### config.mk
export PLATFORM = sky130hd
export DESIGN_NAME = seq_adder_nbit
export DESIGN_NICKNAME = d
export VERILOG_FILES = /design/src/rtl/seq_adder_nbit.sv
export SDC_FILE = /design/constraint.sdc
export NUM_CORES = 1
export LEC_CHECK = 0
export BUFFER_PORTS_ARGS = -buffer_cell sky130_fd_sc_hd__buf_2
export CORE_UTILIZATION = 40
export CTS_CLUSTER_SIZE = 25
export DETAILED_ROUTE_END_ITERATION = 8
export GPL_ROUTABILITY_DRIVEN = 0
export PLACE_DENSITY_LB_ADDON = 0.08
export SKIP_CTS_REPAIR_TIMING = 1
export SLEW_MARGIN = 20
export SYNTH_ARGS = -nofsm -noshare
export SYNTH_HDL_FRONTEND = slang
export SYNTH_SLANG_ARGS = --single-unit
### constraint.sdc
create_clock -name clk -period 2.5 [get_ports clk]
set_clock_uncertainty 0.2 [all_clocks]
set_input_delay 0.375 -clock clk [delete_from_list [all_inputs] [get_ports clk]]
set_output_delay 0.375 -clock clk [all_outputs]
set_load 0.03 [all_outputs]
### src/rtl/seq_adder_nbit.sv
// seq_adder_nbit: multi-cycle WIDTH-bit adder/subtractor.
// Adds CHUNK bits per cycle with a registered inter-chunk carry.
module seq_adder_nbit #(
  parameter int WIDTH = 16,
  parameter int CHUNK = 4
) (
  input  logic             clk,
  input  logic             reset,
  input  logic [WIDTH-1:0] in_a,
  input  logic [WIDTH-1:0] in_b,
  input  logic             carry_in,
  input  logic             sub,
  input  logic             in_valid,
  output logic             in_ready,
  output logic [WIDTH-1:0] out,
  output logic             carry_out,
  output logic             overflow,
  output logic             out_valid,
  input  logic             out_ready
);

  localparam int NCHUNK = WIDTH / CHUNK;
  localparam int CW = (NCHUNK > 1) ? $clog2(NCHUNK) : 1;
  localparam logic [CW-1:0] LAST = CW'(NCHUNK - 1);

  // FIN commits the flags one cycle after the last chunk,
  // so a result is visible NCHUNK+1 edges after accept.
  typedef enum logic [1:0] {
    IDLE = 2'd0,
    CALC = 2'd1,
    FIN  = 2'd2,
    DONE = 2'd3
  } state_t;

  state_t r_state;
  state_t w_next;

  logic [WIDTH-1:0] r_a;
  logic [WIDTH-1:0] r_b;
  logic [WIDTH-1:0] r_out;
  logic [CW-1:0]    r_idx;
  logic             r_carry;
  logic             r_cmsb;
  logic             r_cout;
  logic             r_ovf;

  logic [CHUNK-1:0] w_a_ch;
  logic [CHUNK-1:0] w_b_ch;
  logic [CHUNK:0]   w_sum;
  logic             w_cmsb;
  logic             w_last;
  logic [31:0]      w_lsb;
  logic             w_in_ready;
  logic             w_out_valid;

  // Operands shift right each CALC cycle; the low chunk is live.
  assign w_a_ch = r_a[CHUNK-1:0];
  assign w_b_ch = r_b[CHUNK-1:0];
  assign w_sum  = {1'b0, w_a_ch}
                + {1'b0, w_b_ch}
                + {{CHUNK{1'b0}}, r_carry};
  assign w_cmsb = w_a_ch[CHUNK-1]
                ^ w_b_ch[CHUNK-1]
                ^ w_sum[CHUNK-1];
  assign w_last = (r_idx == LAST);
  assign w_lsb  = 32'(r_idx) * 32'(CHUNK);

  // State register.
  always_ff @(posedge clk) begin
    if (reset) r_state <= IDLE;
    else       r_state <= w_next;
  end

  // Next-state logic.
  always_comb begin
    w_next = r_state;
    unique case (r_state)
      IDLE:    if (in_valid)  w_next = CALC;
      CALC:    if (w_last)    w_next = FIN;
      FIN:                    w_next = DONE;
      DONE:    if (out_ready) w_next = IDLE;
      default:                w_next = IDLE;
    endcase
  end

  // Handshake outputs decoded from state only.
  always_comb begin
    w_in_ready  = 1'b0;
    w_out_valid = 1'b0;
    unique case (r_state)
      IDLE:    w_in_ready  = 1'b1;
      DONE:    w_out_valid = 1'b1;
      default: ;
    endcase
  end

  // Datapath: latch operands, ripple chunks, commit flags.
  always_ff @(posedge clk) begin
    if (reset) begin
      r_a     <= '0;
      r_b     <= '0;
      r_out   <= '0;
      r_idx   <= '0;
      r_carry <= 1'b0;
      r_cmsb  <= 1'b0;
      r_cout  <= 1'b0;
      r_ovf   <= 1'b0;
    end else begin
      unique case (r_state)
        IDLE: begin
          if (in_valid) begin
            r_a     <= in_a;
            r_b     <= sub ? ~in_b : in_b;
            r_carry <= sub | carry_in;
            r_idx   <= '0;
          end
        end
        CALC: begin
          r_a <= r_a >> CHUNK;
          r_b <= r_b >> CHUNK;
          r_out[w_lsb +: CHUNK] <= w_sum[CHUNK-1:0];
          r_carry <= w_sum[CHUNK];
          r_cmsb  <= w_cmsb;
          r_idx   <= r_idx + 1'b1;
        end
        FIN: begin
          r_cout <= r_carry;
          r_ovf  <= r_cmsb ^ r_carry;
        end
        default: ;
      endcase
    end
  end

  assign in_ready  = w_in_ready;
  assign out_valid = w_out_valid;
  assign out       = r_out;
  assign carry_out = r_cout;
  assign overflow  = r_ovf;

endmodule

== Word-level counts from Yosys, hierarchy flattened ==
Cells that the tools add are included.

* Reductions and logical operators: 4
* Bitwise operators: 5
* Shifts and indexed selects: 2
* Equal/unequal tests: 7
* Multiplexer cells: 16
* $add $sub $neg: 4

{| class="wikitable"
|+ Operators by type and width
! kind !! count
|-
| 16-bit one-hot mux with 2 select lines || 2
|-
| 16-bit two-way mux || 3
|-
| 4-bit negation with 34-bit output || 1
|-
| 4-bit by 34-bit variable shift with 16-bit output (first input constant) || 1
|-
| 4-bit by 34-bit variable part select with 16-bit output || 1
|-
| 16-bit bitwise mux || 1
|-
| 16-bit inverter || 1
|-
| 2-bit two-way mux || 4
|-
| 2-bit one-hot mux with 4 select lines || 1
|-
| 2-bit equality test (second input constant) || 3
|-
| 2-bit inequality test (second input constant) || 3
|-
| 4-bit by 4-bit adder with 5-bit output || 1
|-
| 5-bit by 1-bit adder with 5-bit output || 1
|-
| 2-bit one-hot mux with 2 select lines || 1
|-
| 1-bit two-way mux || 3
|-
| 3-bit AND reduction || 1
|-
| 1-bit bitwise XOR || 3
|-
| 2-bit by 1-bit adder with 2-bit output (second input constant) || 1
|-
| 2-bit by 1-bit equality test with 1-bit output (second input constant) || 1
|-
| 2-bit logical NOT || 1
|-
| 1-bit one-hot mux with 2 select lines || 1
|-
| 2-bit AND reduction || 1
|-
| 2-bit nonzero test || 1
|-
| 1-bit bitwise OR || 1
|}

* Output and inout bits: 20
* Input bits: 38
* Logic and storage cells: 47
* Bits in registers: 56

== Logic depth before layout (Yosys ltp) ==
* Depth after elaboration: 4
* Depth in mapped cells: 8
* Depth with buffers taken out: 6

== Least setup slack after synthesis ==
Ideal clock, no wire load.

* Path kind: reg-to-reg
* Start: register r_a[0]
* End: register r_carry
* Data required time: 2.168 ns
* Path slack: 0.415 ns
* Buffers on the path: 0
* Arrival time: 1.753 ns
* Stages on the path, launching flop included: 7
* Clock period less this slack: 2.085 ns
* Path through: dfxtp_1 fa_1 fa_1 a21o_1 a211o_1 o311ai_0 a21oi_1

* Cells in the longest elaborated chain, start to end: 3

{| class="wikitable"
|+ RTL lines
! item !! line !! RTL
|-
| from (decl) || 38 || <nowiki>logic [WIDTH-1:0] r_a;</nowiki>
|-
| from (signal assigned) || 112 || <nowiki>r_a <= in_a;</nowiki>
|-
| from (signal assigned) || 119 || <nowiki>r_a <= r_a >> CHUNK;</nowiki>
|-
| 4-bit by 4-bit adder with 5-bit output || 60 || <nowiki>+ {1'b0, w_b_ch}</nowiki>
|-
| 5-bit by 1-bit adder with 5-bit output || 61 || <nowiki>+ {{CHUNK{1'b0}}, r_carry};</nowiki>
|-
| 1-bit one-hot mux with 2 select lines || 109 || <nowiki>unique case (r_state)</nowiki>
|-
| to (signal assigned) || 114 || <nowiki>r_carry <= sub | carry_in;</nowiki>
|-
| to (signal assigned) || 122 || <nowiki>r_carry <= w_sum[CHUNK];</nowiki>
|-
| to (decl) || 42 || <nowiki>logic r_carry;</nowiki>
|}

Every way passes these cells.
A chain may end at the register's enable or synchronous reset.

== Final worst setup path ==
Ends and elaborated chain as after synthesis.

==> flow_metrics.py <==
metrics = {
    "layout": {
        "diodes": 0,
        "area_growth_pct": 15.77,
        "fin_cells": 427,
        "nets": 401,
        "post-route-util_pct": 48.63,
        "final_area_sq_um": 3123,
        "final_layout_size_suffix_gt1_share_pct": 23.43,
    },
    "run_status": {
        "violations": "design-rule violations",
        "status": "finished with violations",
    },
    "timing": {
        "relSlewSlack_pct": 56.47,
        "finalHoldViolations": 0,
        "setup-violations-final": 0,
        "tns_ns": 0,
        "min_period_ns": 2.186,
        "rsz0062_at_grt": "false",
        "fin_ws_ns": 0.3141,
        "tightest_slew_ns": 0.6529,
        "post-route-period-util_pct": 87.43,
        "hold_ws_ns": 0.09197,
        "max_freq_ghz": 0.4575,
        "final-max-slew-violation-count": 0,
    },
    "drt": {
        "wl_per_cell_um": 13.10,
        "via_per_inst": 5.023,
        "drtIter0Drc": 82,
        "finalWirelength_mm": 5.595,
        "drc": 6,
        "drtAntennaViolNets": 0,
        "dr_total_vias": 2145,
        "firstDrtPassIters": 6,
    },
    "synthesis": {
        "syn_nets": 351,
        "yosysWarnings": 0,
        "synthesis.area_sq_um": 2698,
        "synthTopCellsByCount": "dfxtp_1, nand2_1, nor2_1, a22oi_1, a21oi_1",
        "ys_seq_area_share_pct": 41.56,
        "dominantRegCellSynth": "dfxtp_1",
        "synth.largest_area_cell": "dfxtp_1",
        "synth.avg_cell_area_sq_um": 9.022,
        "synth_area_leaders": "dfxtp_1, nand2_1, nor2_1",
        "synth_edf_count": 0,
        "ys_ff_latch": 56,
        "synthCells": 299,
        "synth_most_common_cell": "dfxtp_1",
        "async_reset_ff_share_pct": 0,
        "netlist.area_leader.share_pct": 41.56,
        "yosysUniqueCellTypes": 34,
    },
    "place": {
        "post-dp-hpwl_mm": 3.790,
        "portBuffers": 57,
        "dpl-instance-area_sq_um": 3025,
        "dp.cells": 419,
        "place_ws_ns": 0.3091,
    },
    "floorplanning": {
        "core_area_sq_um": 6422,
        "die_h_um": 84.12,
        "start_util_pct": 42.00,
        "rows": 29,
        "die-width_um": 84.12,
        "ios": 58,
        "die-area_sq_um": 7076,
    },
    "cts": {
        "root_buffer": "clkbuf_8",
        "clock-sinks": 56,
        "cts_buffers": 5,
        "cts.clk_slew.worst_paths_ns": 0.10,
        "clock_path_buffers": 2,
        "clkLatencyLatePin_ns": 0.31,
        "cts_tree": "yes",
        "htreeDepth": 2,
    },
    "setup_path": {
        "path_buf_inv": 0,
        "crit_slowest_cell": "fa_1",
        "cp.arrival_ns": 2.16,
        "critPathKind": "reg -> reg",
        "path_max_fanout": 2,
        "cp-start-kind": "register",
        "crit_path_end_kind": "register",
        "required_ns": 2.47,
        "crit_chain": "fa_1 > fa_1 > a21o_1 > a211o_1 > o311ai_0 > a21oi_1",
        "cpPeakStageDelay_ns": 0.46,
        "crit_family": "adder cells",
        "crit_path_frequent_cell": "fa_1",
    },
    "grt": {
        "use_met1_pct": 21.20,
        "met3_usage_pct": 3.264,
        "top_usage_layer": "met2",
        "grt_first_pass_wirelength_mm": 9.466,
        "grt-ovfl-total": 0,
        "globalRouteTotalUtil_pct": 16.71,
        "grt_max_degree": 57,
        "antenna_found_initial": 0,
        "grt_pass1_vias": 2032,
        "gr-usage-met2_pct": 28.69,
    },
    "power": {
        "power_leakage_nw": 1.264,
        "vdd_drop_max_mv": 0.3979,
        "power_mw": 3.443,
        "p_per_area_nw_per_um2": 1102,
    },
    "hold_path": {
        "min_path_type": "in -> reg",
    },
    "flow_run": {
        "maxCapViolCount": 0,
    },
}
-- cell usage in the layout, fill, tap and decap left out, types with 5 or more instances in the layout --
cell type,n
buf_2,57
mux2i_1,14
xnor2_1,13
a22oi_1,20
o21ai_0,12
a211oi_1,8
nand2_1,46
a21oi_1,15
nor2_1,44
dfxtp_1,56
a32oi_1,5
xor2_1,5
a211oi_2,6
ha_1,11
clkbuf_8,6
inv_1,5
-- final timing paths --
check	end	cells after the start	slack (ns)	from
worst max-delay path	r_carry	6	0.31	r_a[0]
worst min-delay path	r_a[13]	3	0.09	in_a[13]
worst max register to register	r_carry	6	0.31	r_a[0]
worst min register to register	r_b[10]	2	0.25	r_b[10]
-- flip-flops by register name, indices dropped and copies added (netlist names) --
signal     flops
overflow       1
r_idx          2
r_a           16
r_carry        1
r_b           16
carry_out      1
r_state        2
r_cmsb         1
out           16
-- metal layers --
metal,vias up,wire length [um]
met2,48,2612
met1,958,2716
met4,0,53
met3,5,213
li1,1134,-
met5,-,0
-- power breakdown --
group          internal [mW]  switching [mW]  leakage (nW)
Combinational          0.616            1.02         0.763
Sequential              1.13           0.150         0.457
Clock                  0.225           0.302        0.0434
-- area by class of cell --
cell class / count / area, sq um
inverter: 6 / 22.52
fill: 654 / 3299
clock buffer: 6 / 82.58
tap: 77 / 96.34
sequential: 56 / 1121
timing repair buffer: 61 / 340.3
multi-input combinational: 219 / 1445
clock inverter: 2 / 15.01
-- tightest hold or removal path, cell delays in order --
cell and delay (ns):
buf_2 0.07, a22oi_1 0.05, nor2_1 0.07
-- logic make-up (layout without fill, tap and decap cells) --
group / Yosys count / in the layout / synth area share [%]
xor gates and xnor gates: 18 / 18 / 5.844
and+or+nand+nor: 99 / 99 / 15.35
DFF: 56 / 56 / 41.56
adders and majority gates: 14 / 14 / 7.050
AOI/OAI and AO/OA: 74 / 74 / 20.04
muxes: 14 / 14 / 5.195
buffers and inverters: 24 / 75 / 4.963
Note: power is estimated with default switching activity, not from simulation.
